`src/rtl/fetch_ctrl_if.sv`:
```
// fetch_ctrl_if: handshake and shift-register signals between fetch_ctrl (master) and its environment (slave)
interface fetch_ctrl_if #(parameter int BURST_W = 8);
  logic               start;
  logic [BURST_W-1:0] burst_len;
  logic               abort;
  logic               serial_valid;
  logic               fetch_o;
  logic               shift_en;
  logic               done_word;
  logic [31:0]        shifted_word;
  logic [31:0]        word_out;
  logic               word_valid;
  logic               word_ready;
  logic               busy;
  logic               burst_done;
  logic [BURST_W-1:0] words_sent;
  logic               timeout_err;
  modport master (
    input  start, burst_len, abort, serial_valid, done_word, shifted_word, word_ready,
    output fetch_o, shift_en, word_out, word_valid, busy, burst_done, words_sent, timeout_err
  );
  modport slave (
    output start, burst_len, abort, serial_valid, done_word, shifted_word, word_ready,
    input  fetch_o, shift_en, word_out, word_valid, busy, burst_done, words_sent, timeout_err
  );
endinterface

```
`src/rtl/fetch_ctrl.sv`:
```
// fetch_ctrl: burst fetch FSM moving shift-register words onto a valid/ready port; FETCH_TIMEOUT_EN adds a FETCH dwell timeout
module fetch_ctrl #(
  parameter int BURST_W        = 8,
  parameter int TIMEOUT_CYCLES = 256
) (
  input logic         clk,
  input logic         reset,
  fetch_ctrl_if.master bus
);
  typedef enum logic [1:0] {IDLE, FETCH, PUSH, DONE} state_t;
  state_t             state;
  logic [BURST_W-1:0] len;
  logic [BURST_W-1:0] words_sent;
  logic [BURST_W-1:0] ws_next;
  logic [31:0]        word_out;
  logic               word_valid;
`ifdef FETCH_TIMEOUT_EN
  localparam int TC_W = TIMEOUT_CYCLES > 1 ? $clog2(TIMEOUT_CYCLES) : 1;
  logic [TC_W-1:0] tcnt;
  logic            timeout_err;
  assign bus.timeout_err = timeout_err;
`else
  assign bus.timeout_err = 1'b0;
`endif
  assign ws_next        = words_sent + BURST_W'(1);
  assign bus.fetch_o    = state == FETCH;
  assign bus.shift_en   = bus.fetch_o & bus.serial_valid & ~bus.done_word;
  assign bus.busy       = state != IDLE;
  assign bus.burst_done = state == DONE;
  assign bus.word_out   = word_out;
  assign bus.word_valid = word_valid;
  assign bus.words_sent = words_sent;
  // State sequencing with abort taking priority over capture and handshake
  always_ff @(posedge clk) begin
    if (reset) begin
      state      <= IDLE;
      len        <= '0;
      word_out   <= '0;
      word_valid <= 1'b0;
      words_sent <= '0;
`ifdef FETCH_TIMEOUT_EN
      tcnt        <= '0;
      timeout_err <= 1'b0;
`endif
    end else begin
      case (state)
        IDLE: if (bus.start && bus.burst_len != '0) begin
          len        <= bus.burst_len;
          words_sent <= '0;
          state      <= FETCH;
`ifdef FETCH_TIMEOUT_EN
          tcnt        <= '0;
          timeout_err <= 1'b0;
`endif
        end
        FETCH: if (bus.abort) begin
          state <= IDLE;
        end else if (bus.done_word) begin
          word_out   <= bus.shifted_word;
          word_valid <= 1'b1;
          state      <= PUSH;
        end
`ifdef FETCH_TIMEOUT_EN
        else if (tcnt == TC_W'(TIMEOUT_CYCLES - 1)) begin
          state       <= IDLE;
          timeout_err <= 1'b1;
        end else begin
          tcnt <= tcnt + TC_W'(1);
        end
`endif
        PUSH: if (bus.abort) begin
          state      <= IDLE;
          word_valid <= 1'b0;
        end else if (bus.word_ready) begin
          word_valid <= 1'b0;
          words_sent <= ws_next;
          state      <= ws_next == len ? DONE : FETCH;
`ifdef FETCH_TIMEOUT_EN
          tcnt <= '0;
`endif
        end
        default: state <= IDLE;
      endcase
    end
  end
endmodule

```
`src/flat_wrapper.sv`:
```
// flat-port wrapper written by rule: the top's interface ports become plain ports
module fetch_ctrl_flat 
#(
  parameter int BURST_W        = 8,
  parameter int TIMEOUT_CYCLES = 256
)
  (clk, reset, bus_start, bus_burst_len, bus_abort, bus_serial_valid, bus_done_word, bus_shifted_word, bus_word_ready, bus_fetch_o, bus_shift_en, bus_word_out, bus_word_valid, bus_busy, bus_burst_done, bus_words_sent, bus_timeout_err);
  fetch_ctrl_if #(.BURST_W(BURST_W)) bus_i ();
  input logic clk;
  input logic reset;
  input wire logic [$bits(bus_i.start)-1:0] bus_start;
  input wire logic [$bits(bus_i.burst_len)-1:0] bus_burst_len;
  input wire logic [$bits(bus_i.abort)-1:0] bus_abort;
  input wire logic [$bits(bus_i.serial_valid)-1:0] bus_serial_valid;
  input wire logic [$bits(bus_i.done_word)-1:0] bus_done_word;
  input wire logic [$bits(bus_i.shifted_word)-1:0] bus_shifted_word;
  input wire logic [$bits(bus_i.word_ready)-1:0] bus_word_ready;
  output wire logic [$bits(bus_i.fetch_o)-1:0] bus_fetch_o;
  output wire logic [$bits(bus_i.shift_en)-1:0] bus_shift_en;
  output wire logic [$bits(bus_i.word_out)-1:0] bus_word_out;
  output wire logic [$bits(bus_i.word_valid)-1:0] bus_word_valid;
  output wire logic [$bits(bus_i.busy)-1:0] bus_busy;
  output wire logic [$bits(bus_i.burst_done)-1:0] bus_burst_done;
  output wire logic [$bits(bus_i.words_sent)-1:0] bus_words_sent;
  output wire logic [$bits(bus_i.timeout_err)-1:0] bus_timeout_err;
  assign bus_i.start = bus_start;
  assign bus_i.burst_len = bus_burst_len;
  assign bus_i.abort = bus_abort;
  assign bus_i.serial_valid = bus_serial_valid;
  assign bus_i.done_word = bus_done_word;
  assign bus_i.shifted_word = bus_shifted_word;
  assign bus_i.word_ready = bus_word_ready;
  assign bus_fetch_o = bus_i.fetch_o;
  assign bus_shift_en = bus_i.shift_en;
  assign bus_word_out = bus_i.word_out;
  assign bus_word_valid = bus_i.word_valid;
  assign bus_busy = bus_i.busy;
  assign bus_burst_done = bus_i.burst_done;
  assign bus_words_sent = bus_i.words_sent;
  assign bus_timeout_err = bus_i.timeout_err;
  fetch_ctrl #(.BURST_W(BURST_W), .TIMEOUT_CYCLES(TIMEOUT_CYCLES)) u_core (.clk(clk), .reset(reset), .bus(bus_i));
endmodule
```
`config.mk`:
```
export PLATFORM = sky130hd
export DESIGN_NAME = fetch_ctrl_flat
export DESIGN_NICKNAME = d
export VERILOG_FILES = /design/src/rtl/fetch_ctrl_if.sv /design/src/rtl/fetch_ctrl.sv /design/src/flat_wrapper.sv
export SDC_FILE = /design/constraint.sdc
export NUM_CORES = 1
export LEC_CHECK = 0
export ABC_AREA = 1
export BUFFER_PORTS_ARGS = -buffer_cell sky130_fd_sc_hd__buf_2
export CAP_MARGIN = 20
export CORE_MARGIN = 10
export CORE_UTILIZATION = 46
export CTS_BUF_LIST = sky130_fd_sc_hd__clkbuf_8
export CTS_CLUSTER_DIAMETER = 150
export DETAILED_ROUTE_END_ITERATION = 16
export GPL_TIMING_DRIVEN = 0
export PLACE_DENSITY = 0.77
export SLEW_MARGIN = 20
export SYNTH_ARGS = -nofsm -noshare
export SYNTH_HDL_FRONTEND = slang
export SYNTH_SLANG_ARGS = --single-unit
export TNS_END_PERCENT = 50
```
`constraint.sdc`:
```
create_clock -name clk -period 4.7 [get_ports clk]
set_clock_uncertainty 0.2 [all_clocks]
set_input_delay 0.705 -clock clk [delete_from_list [all_inputs] [get_ports clk]]
set_output_delay 0.705 -clock clk [all_outputs]
set_load 0.1 [all_outputs]
```
==> impl_metrics.json, run 1 <==
{
  "status": "finished, final reports clean",
  "synthMuxAreaShare_pct": 0,
  "worst-setup-path-type": "flop to output port",
  "cts_tree": "built",
  "r2r_slack_ps": 2830,
  "cp-end-kind": "output port",
  "syn_to_final_growth_pct": 29.8,
  "drtIter0Drc": 118,
  "insertion_delay_ps": 310,
  "rsz0062_at_grt": "false",
  "grtUsageTotal_pct": 15.5,
  "io_buffers": 91,
  "vias_per_cell": 4.86,
  "yosysUniqueCellTypes": 29,
  "period_needed_ps": 2440,
  "final_cell_mix": "buf_2 (95), nor2_1 (78), dfxtp_1 (51)",
  "drcViolationCount": 0,
  "yosysWarnings": 0,
  "post_cts_resized": 0,
  "netlist_area_um2": 2270,
  "avgRoutedWirePerCell_um": 13.3,
  "htreeDepth": 2,
  "yosysSeqAreaShare_pct": 45.0,
  "die_area_um2": 8140,
  "arrival_ps": 1530,
  "cp_max_fo": 5,
  "p_leak_nw": 1.40,
  "path_clk_slew_ps": 100,
  "fmax_mhz": 410,
  "die-height_um": 90.2,
  "maxSlewViolCount": 0,
  "die_w_um": 90.2,
  "yosys.area_share.simple_pct": 27.4,
  "hold_violations": 0,
  "cp_data_required_time_ps": 3800,
  "final_area_um2": 2940,
  "post_cts_buffers": 0,
  "wirelength_um": 6410,
  "rows": 25,
  "stdcell_count": 483,
  "dp_hpwl_um": 5090,
  "drive_gt1_share_pct": 30.8,
  "start_util_pct": 47.7,
  "core-area_um2": 4750,
  "cts_root_buffer": "clkbuf_8",
  "insertedDiodeCount": 0,
  "synthXorXnorAreaFrac_pct": 0.386,
  "final_common_cell": "buf_2",
  "fin_crit_sh_pct": 51.9,
  "setup_viol": 0,
  "synth_top_family_by_area": "simple AND/OR/NAND/NOR gates",
  "final_nets": 463,
  "drtAntennaViolNets": 0,
  "overflow": 0,
  "via_count": 2348,
  "ys_seq_elements": 51,
  "synth_compound_area_share_pct": 18.7,
  "grt_max_degree": 17,
  "clockBufferDepth": 2,
  "synth_fa_ha_area_share_pct": 0.552,
  "clkSinkCount": 51,
  "dpl_cell_area_um2": 2810,
  "grt_antenna_before_repair": 0,
  "postSynthCellCount": 317,
  "drt_first_pass_iters": 4,
  "first_global_vias": 2274,
  "synth_nets": 365,
  "dp_cells": 475,
  "fin_setup_tns_ps": 0,
  "gp_congestion": 0.890,
  "cts_made_buffers": 5,
  "p_per_area_nw_per_um2": 398,
  "cp-start-kind": "flop",
  "dp_slack_ps": 2440,
  "hp-class": "flop to flop",
  "finalWorstSetupSlack_ps": 2260,
  "grt_pass1_wl_um": 10600,
  "avgSynthCellArea_um2": 7.16,
  "vdd_drop_max_v": 0.000256,
  "io_pins": 93,
  "maxCapViolCount": 0,
  "num-fill-cells": 473,
  "cts_hold_buf": 0
}
[cell type report]
class,count,area [um2],share of cell area [%]
Timing Repair Buffer,91,455,15.5
Multi-Input combinational cell,223,1070,36.3
Clock inverter,3,67.6,2.29
Sequential cell,51,1020,34.7
Clock buffer,5,68.8,2.34
Tap cell,67,83.8,2.85
Inverter,30,113,3.82
Buffer,13,65.1,2.21
[worst max-delay path, cell delays in order, from the launching register on]
cell     delay, ps
dfxtp_1        450
inv_2           70
nor2_4         150
nand2_1         60
nor2_1          70
buf_2          430
[cell families after synthesis]
group,count (synthesis)
compound gates,79
xor+xnor,1
fa+ha+maj,1
buf+inv,43
flops,51
other cells,1
simple gates,141
[power by group]
part | leakage, nW | internal (mW) | total [mW] | switching, mW
registers | 0.417 | 0.460 | 0.480 | 0.0204
logic | 0.915 | 0.0713 | 0.327 | 0.256
clock network | 0.0644 | 0.212 | 0.364 | 0.151
total | 1.40 | 0.743 | 1.17 | 0.428
[cells in the mapped netlist, drive strengths merged]
cell / count / share of area, %
nand3: 20 / 5.1
a21o: 1 / 0.33
o22ai: 1 / 0.28
o21bai: 1 / 0.33
clkbuf: 7 / 1.2
nor2: 84 / 15
nand4: 1 / 0.28
a21oi: 26 / 5.9
buf: 6 / 1.7
ha: 1 / 0.55
nand2: 35 / 6.6
dfxtp: 51 / 45
conb: 1 / 0.17
nor3: 1 / 0.22
a211oi: 2 / 1.1
xnor2: 1 / 0.39
o21ai: 48 / 11
inv: 30 / 5.0
[per-layer routing]
layer	up-vias	wire [um]	share of wire (%)	track usage (%)
met2	80	3000	47	26.1
li1	1220	-	-	-
met5	-	0	0	0
met3	5	719	11	7.81
met4	0	48	0.75	4.38
met1	1043	2640	41	16.8
[through the flow]
stage	hold WS, ps	utilization, %	total power [mW]
after floorplan	237	-	0.750
after detailed placement	258	59.1	0.818
after CTS	272	61.9	1.18
after global routing	298	61.9	1.22
final	270	61.9	1.17
after global placement	247	59.1	0.814
[worst paths after layout]
path                             from               to  cells after the start
max                   u_core.state[0]     bus_shift_en                      5
max reg2reg  u_core.bus.words_sent[0]  u_core.state[1]                     11
min                     u_core.len[0]    u_core.len[0]                      2
min reg2reg             u_core.len[0]    u_core.len[0]                      2
[sequential cells by signal (all words and copies together) (netlist names)]
name	flops
u_core.bus.word_out	32
u_core.bus.word_valid	1
u_core.bus.words_sent	8
u_core.len	8
u_core.state	2
No activity file was read; power rests on OpenSTA's default activity.
==> inputs of run 2 (changes only) <==
==> constraint.sdc (replaced) <==
create_clock -name clk -period 2.5 [get_ports clk]
set_clock_uncertainty 0.2 [all_clocks]
set_input_delay 0.375 -clock clk [delete_from_list [all_inputs] [get_ports clk]]
set_output_delay 0.375 -clock clk [all_outputs]
set_load 0.1 [all_outputs]
==> run 2 against run 1 <==
Net effect:
- clock-buffer cell count unchanged
- hold slack got worse by 150 ps
- critical path depth stayed put
- cell area fell by 0.55%
- first-iteration DRC count grew 19%
- sequential power grew 88%
- setup slack worse by 1900 ps
- routed wire length rose by 0.66%
- non-clock buffer count is the same
- via count is 0.26% lower
- combinational power increased by 90%
- critical path type unchanged
- largest power group unchanged
==> impl_metrics.json, run 2 (synthesized netlist as in run 1, its figures left out) <==
{
  "status": "finished, final reports clean",
  "final_util_pct": 61.6,
  "drt_first_pass_iters": 4,
  "stdcell_count": 483,
  "io_buffers": 91,
  "p_clk_share_pct": 27.2,
  "rows": 25,
  "drtIter0Drc": 141,
  "fmax_mhz": 461,
  "internal-power_mw": 1.30,
  "start_util_pct": 47.7,
  "die_w_um": 90.2,
  "die_area_um2": 8140,
  "insertedDiodeCount": 0,
  "path_clk_slew_ps": 90,
  "htreeDepth": 2,
  "core-area_um2": 4750,
  "crit_slowest_cell": "dfxtp_1",
  "p_sw_share_pct": 38.0,
  "dp_slack_ps": 633,
  "post_cts_resized": 0,
  "final_nets": 463,
  "maxCapViolCount": 0,
  "via_count": 2342,
  "cp-end-kind": "output port",
  "p_leak_nw": 1.39,
  "post_cts_buffers": 0,
  "p_switching_mw": 0.796,
  "dp_cells": 475,
  "path_cells": "inv_2, nor2_4, nand2_1, nor2_4, buf_2",
  "drive_gt1_share_pct": 31.0,
  "io_pins": 93,
  "hold_violations": 0,
  "slowest_delay_ps": 460,
  "first_global_vias": 2335,
  "rsz0062_at_grt": "false",
  "syn_to_final_growth_pct": 29.1,
  "period_needed_ps": 2170,
  "gp_congestion": 0.883,
  "setup_viol": 0,
  "grt_antenna_before_repair": 1,
  "vias_per_cell": 4.85,
  "overflow": 0,
  "avgRoutedWirePerCell_um": 13.4,
  "cp_data_required_time_ps": 1920,
  "cts_made_buffers": 5,
  "grtUsageTotal_pct": 15.6,
  "cp_max_fo": 5,
  "wirelength_um": 6450,
  "finalWorstSetupSlack_ps": 331,
  "dp_hpwl_um": 5090,
  "drcViolationCount": 0,
  "largest_reg_flops": 32,
  "arrival_ps": 1590,
  "fin_crit_sh_pct": 86.8,
  "dpl_cell_area_um2": 2820,
  "cts_tree": "built",
  "final_common_cell": "buf_2",
  "maxSlewViolCount": 0,
  "vdd_drop_max_v": 0.000411,
  "hp-class": "input pin to flop",
  "grt_max_degree": 17,
  "grt_pass1_wl_um": 10600,
  "largest_registers": "u_core.bus.word_out (32), u_core.bus.words_sent (8), u_core.len (8)",
  "die-height_um": 90.2,
  "p_per_area_nw_per_um2": 715,
  "comb_power_share_pct": 29.6,
  "num-fill-cells": 483,
  "drtAntennaViolNets": 0,
  "insertion_delay_ps": 300,
  "cts_hold_buf": 0,
  "worst-setup-path-type": "flop to output port",
  "final_area_um2": 2930,
  "seqPwrFrac_pct": 43.1,
  "cpMostUsedCell": "nor2_4",
  "final_cell_mix": "buf_2 (95), nor2_1 (77), dfxtp_1 (51)",
  "cp-start-kind": "flop",
  "clockBufferDepth": 2,
  "clkSinkCount": 51,
  "fin_setup_tns_ps": 0,
  "top_register": "u_core.bus.word_out",
  "cts_root_buffer": "clkbuf_8"
}
## run 2: changes by cell type in the layout (fill, tap and decap cells not counted), sizes merged
cell and change:
clkinv +2, bufinv -1, clkinvlp -1
## run 2: power by group through the flow
stage	Combinational, mW	Sequential, mW	Clock (mW)
2_1_floorplan	0.229	1.18	0
3_3_place_gp	0.613	0.919	0
3_5_place_dp	0.621	0.922	0
4_1_cts	0.623	0.903	0.583
5_1_grt	0.667	0.911	0.616
6_report	0.620	0.903	0.569
## run 2: final cells by class
cell class / instances / area (um2) / area share [%]
Multi-Input combinational cell: 223 / 1080 / 36.8
Sequential cell: 51 / 1020 / 34.9
Timing Repair Buffer: 91 / 455 / 15.6
Inverter: 30 / 113 / 3.85
Tap cell: 67 / 83.8 / 2.86
Clock buffer: 5 / 68.8 / 2.35
Buffer: 13 / 65.1 / 2.22
Clock inverter: 3 / 43.8 / 1.50
## run 2: final timing paths
kind	from	end	slack, ps	depth (start not counted)
worst max-delay path	u_core.state[0]	bus_shift_en	330	5
worst min-delay path	bus_shifted_word[9]	u_core.bus.word_out[9]	120	3
worst max register to register	u_core.bus.words_sent[0]	u_core.state[1]	590	11
worst min register to register	u_core.len[0]	u_core.len[0]	270	2
## run 2: metal layers
metal	global-route usage, %	vias up	part of all wire, %
met4	5.84	2	1.1
met2	26.0	75	48
met5	0	-	0.20
met1	17.2	1041	42
met3	6.98	8	8.6
li1	-	1216	-
## run 2: worst max-delay path, delay by kind of cell (launching register included)
family	cells	cell delay, ps
buf+inv	2	490
flops	1	460
simple gates	3	350
## run 2: stage by stage
stage	power, mW	hold WS, ps
global route	2.19	116
detailed placement	1.54	257
global placement	1.53	251
CTS	2.11	110
floorplan	1.41	237
finish	2.09	119
==> inputs of run 3 (changes only) <==
--- a/config.mk
+++ b/config.mk
@@ -14,7 +14,7 @@
 export CTS_CLUSTER_DIAMETER = 150
 export DETAILED_ROUTE_END_ITERATION = 16
 export GPL_TIMING_DRIVEN = 0
-export PLACE_DENSITY = 0.77
+export PLACE_DENSITY_LB_ADDON = 0.05
 export SLEW_MARGIN = 20
 export SYNTH_ARGS = -nofsm -noshare
 export SYNTH_HDL_FRONTEND = slang
==> run 3 against run 2 <==
Net effect:
- die area unchanged
- register-to-register slack about the same
- flip-flop and latch count unchanged
- critical path depth unchanged
- cell count unchanged
- cell area decreased by 0.30%
- total power decreased by 2.6%
- core utilization decreased by 0.18 points
- first-iteration DRC count decreased by 14%
- via count decreased by 2.7%
- largest power group unchanged
==> impl_metrics.json, run 3 (synthesized netlist as in run 1, its figures left out) <==
{
  "status": "finished, final reports clean",
  "cp_top_family": "buffers and inverters",
  "vias_per_cell": 4.72,
  "maxSlewViolCount": 0,
  "multi_input_area_um2": 1080,
  "syn_to_final_growth_pct": 28.7,
  "via_count": 2279,
  "insertion_delay_ps": 300,
  "cts_hold_buf": 0,
  "fin_setup_tns_ps": 0,
  "path_clk_slew_ps": 90,
  "hold_violations": 0,
  "holdPathStages": 3,
  "crit_slowest_cell": "dfxtp_1",
  "drcViolationCount": 0,
  "arrival_ps": 1570,
  "cp_max_fo": 5,
  "rr_worst_depth": 11,
  "worst-setup-path-type": "flop to output port",
  "post_cts_resized": 0,
  "p_clk_share_pct": 25.6,
  "maxCapViolCount": 0,
  "insertedDiodeCount": 0,
  "final_common_cell": "buf_2",
  "cp-end-kind": "output port",
  "gp_congestion": 0.821,
  "dp_hpwl_um": 4830,
  "io_pins": 93,
  "cp-start-kind": "flop",
  "drtAntennaViolNets": 0,
  "drtIter0Drc": 121,
  "cts_tree": "built",
  "worst-path-stages": 5,
  "cp_data_required_time_ps": 1920,
  "dp_cells": 475,
  "clockBufferDepth": 2,
  "internal-power_mw": 1.25,
  "path_cells": "inv_2, nor2_4, nand2_1, nor2_4, buf_2",
  "die_w_um": 90.2,
  "final_nets": 463,
  "io_buffers": 91,
  "setup_viol": 0,
  "final_cell_mix": "buf_2 (95), nor2_1 (77), dfxtp_1 (51)",
  "p_leak_nw": 1.38,
  "grtUsageTotal_pct": 14.9,
  "avgRoutedWirePerCell_um": 12.7,
  "comb_power_share_pct": 30.2,
  "drt_first_pass_iters": 4,
  "stdcell_count": 483,
  "start_util_pct": 47.7,
  "period_needed_ps": 2140,
  "die_area_um2": 8140,
  "grt_max_degree": 16,
  "rows": 25,
  "rsz0062_at_grt": "false",
  "largest_reg_flops": 32,
  "p_switching_mw": 0.788,
  "overflow": 0,
  "fin_crit_sh_pct": 85.7,
  "num-fill-cells": 478,
  "htreeDepth": 2,
  "grt_antenna_before_repair": 0,
  "post_cts_buffers": 0,
  "grt_pass1_wl_um": 10200,
  "core-area_um2": 4750,
  "drive_gt1_share_pct": 31.0,
  "first_global_vias": 2254,
  "largest_registers": "u_core.bus.word_out (32), u_core.bus.words_sent (8), u_core.len (8)",
  "p_sw_share_pct": 38.7,
  "cpMostUsedCell": "nor2_4",
  "top_register": "u_core.bus.word_out",
  "p_per_area_nw_per_um2": 698,
  "seq_area_um2": 1020,
  "cts_root_buffer": "clkbuf_8",
  "crit_buf_inv": 2,
  "clkSinkCount": 51,
  "vdd_drop_max_v": 0.000421,
  "cts_made_buffers": 5,
  "hp-class": "input pin to flop",
  "wirelength_um": 6160,
  "fmax_mhz": 467,
  "slowest_delay_ps": 450,
  "die-height_um": 90.2,
  "seqPwrFrac_pct": 44.2
}
-- run 3: metrics by stage --
stage	hold WS (ps)	utilization [%]	setup slack, ps	cell area (um2)	total power, mW
3_5_place_dp	260	59.2	610	2820	1.54
4_1_cts	110	61.4	329	2920	2.06
6_report	115	61.4	358	2920	2.04
2_1_floorplan	237	-	66.8	2280	1.41
3_3_place_gp	253	59.2	636	2820	1.53
5_1_grt	110	61.4	259	2920	2.14
-- run 3: final cells by class --
| type | count | area share [%] |
|---|---|---|
| sequential | 51 | 35.0 |
| tap | 67 | 2.87 |
| buffer | 13 | 2.23 |
| clock inverter | 1 | 0.257 |
| clock buffer | 7 | 3.30 |
| inverter | 30 | 3.86 |
| multi-input combinational | 223 | 36.9 |
| timing repair buffer | 91 | 15.6 |
-- run 3: metal layers --
metal / vias up / track usage, % / wire length [um]
li1: 1213 / - / -
met1: 995 / 16.4 / 2550
met2: 65 / 26.0 / 3040
met3: 6 / 5.99 / 508
met4: 0 / 3.58 / 56
met5: - / 0 / 0
-- run 3: power by group through the flow --
stage	clock (mW)	combinational, mW	sequential, mW
detailed placement	0	0.619	0.921
floorplan	0	0.229	1.18
CTS	0.535	0.620	0.902
global placement	0	0.614	0.919
finish	0.521	0.616	0.901
global route	0.572	0.661	0.910
-- run 3: final timing paths --
path | slack [ps] | from | end
worst max-delay path | 360 | u_core.state[0] | bus_shift_en
worst min-delay path | 120 | bus_shifted_word[13] | u_core.bus.word_out[13]
worst max register to register | 590 | u_core.bus.words_sent[0] | u_core.state[1]
worst min register to register | 270 | u_core.len[0] | u_core.len[0]
-- run 3: worst register-to-register path, delay by kind of cell (launching register included) --
kind | cells | cell delay [ps]
and+or+nand+nor | 9 | 900
adders and majority gates | 1 | 230
DFF | 1 | 430
AOI/OAI and AO/OA | 1 | 100
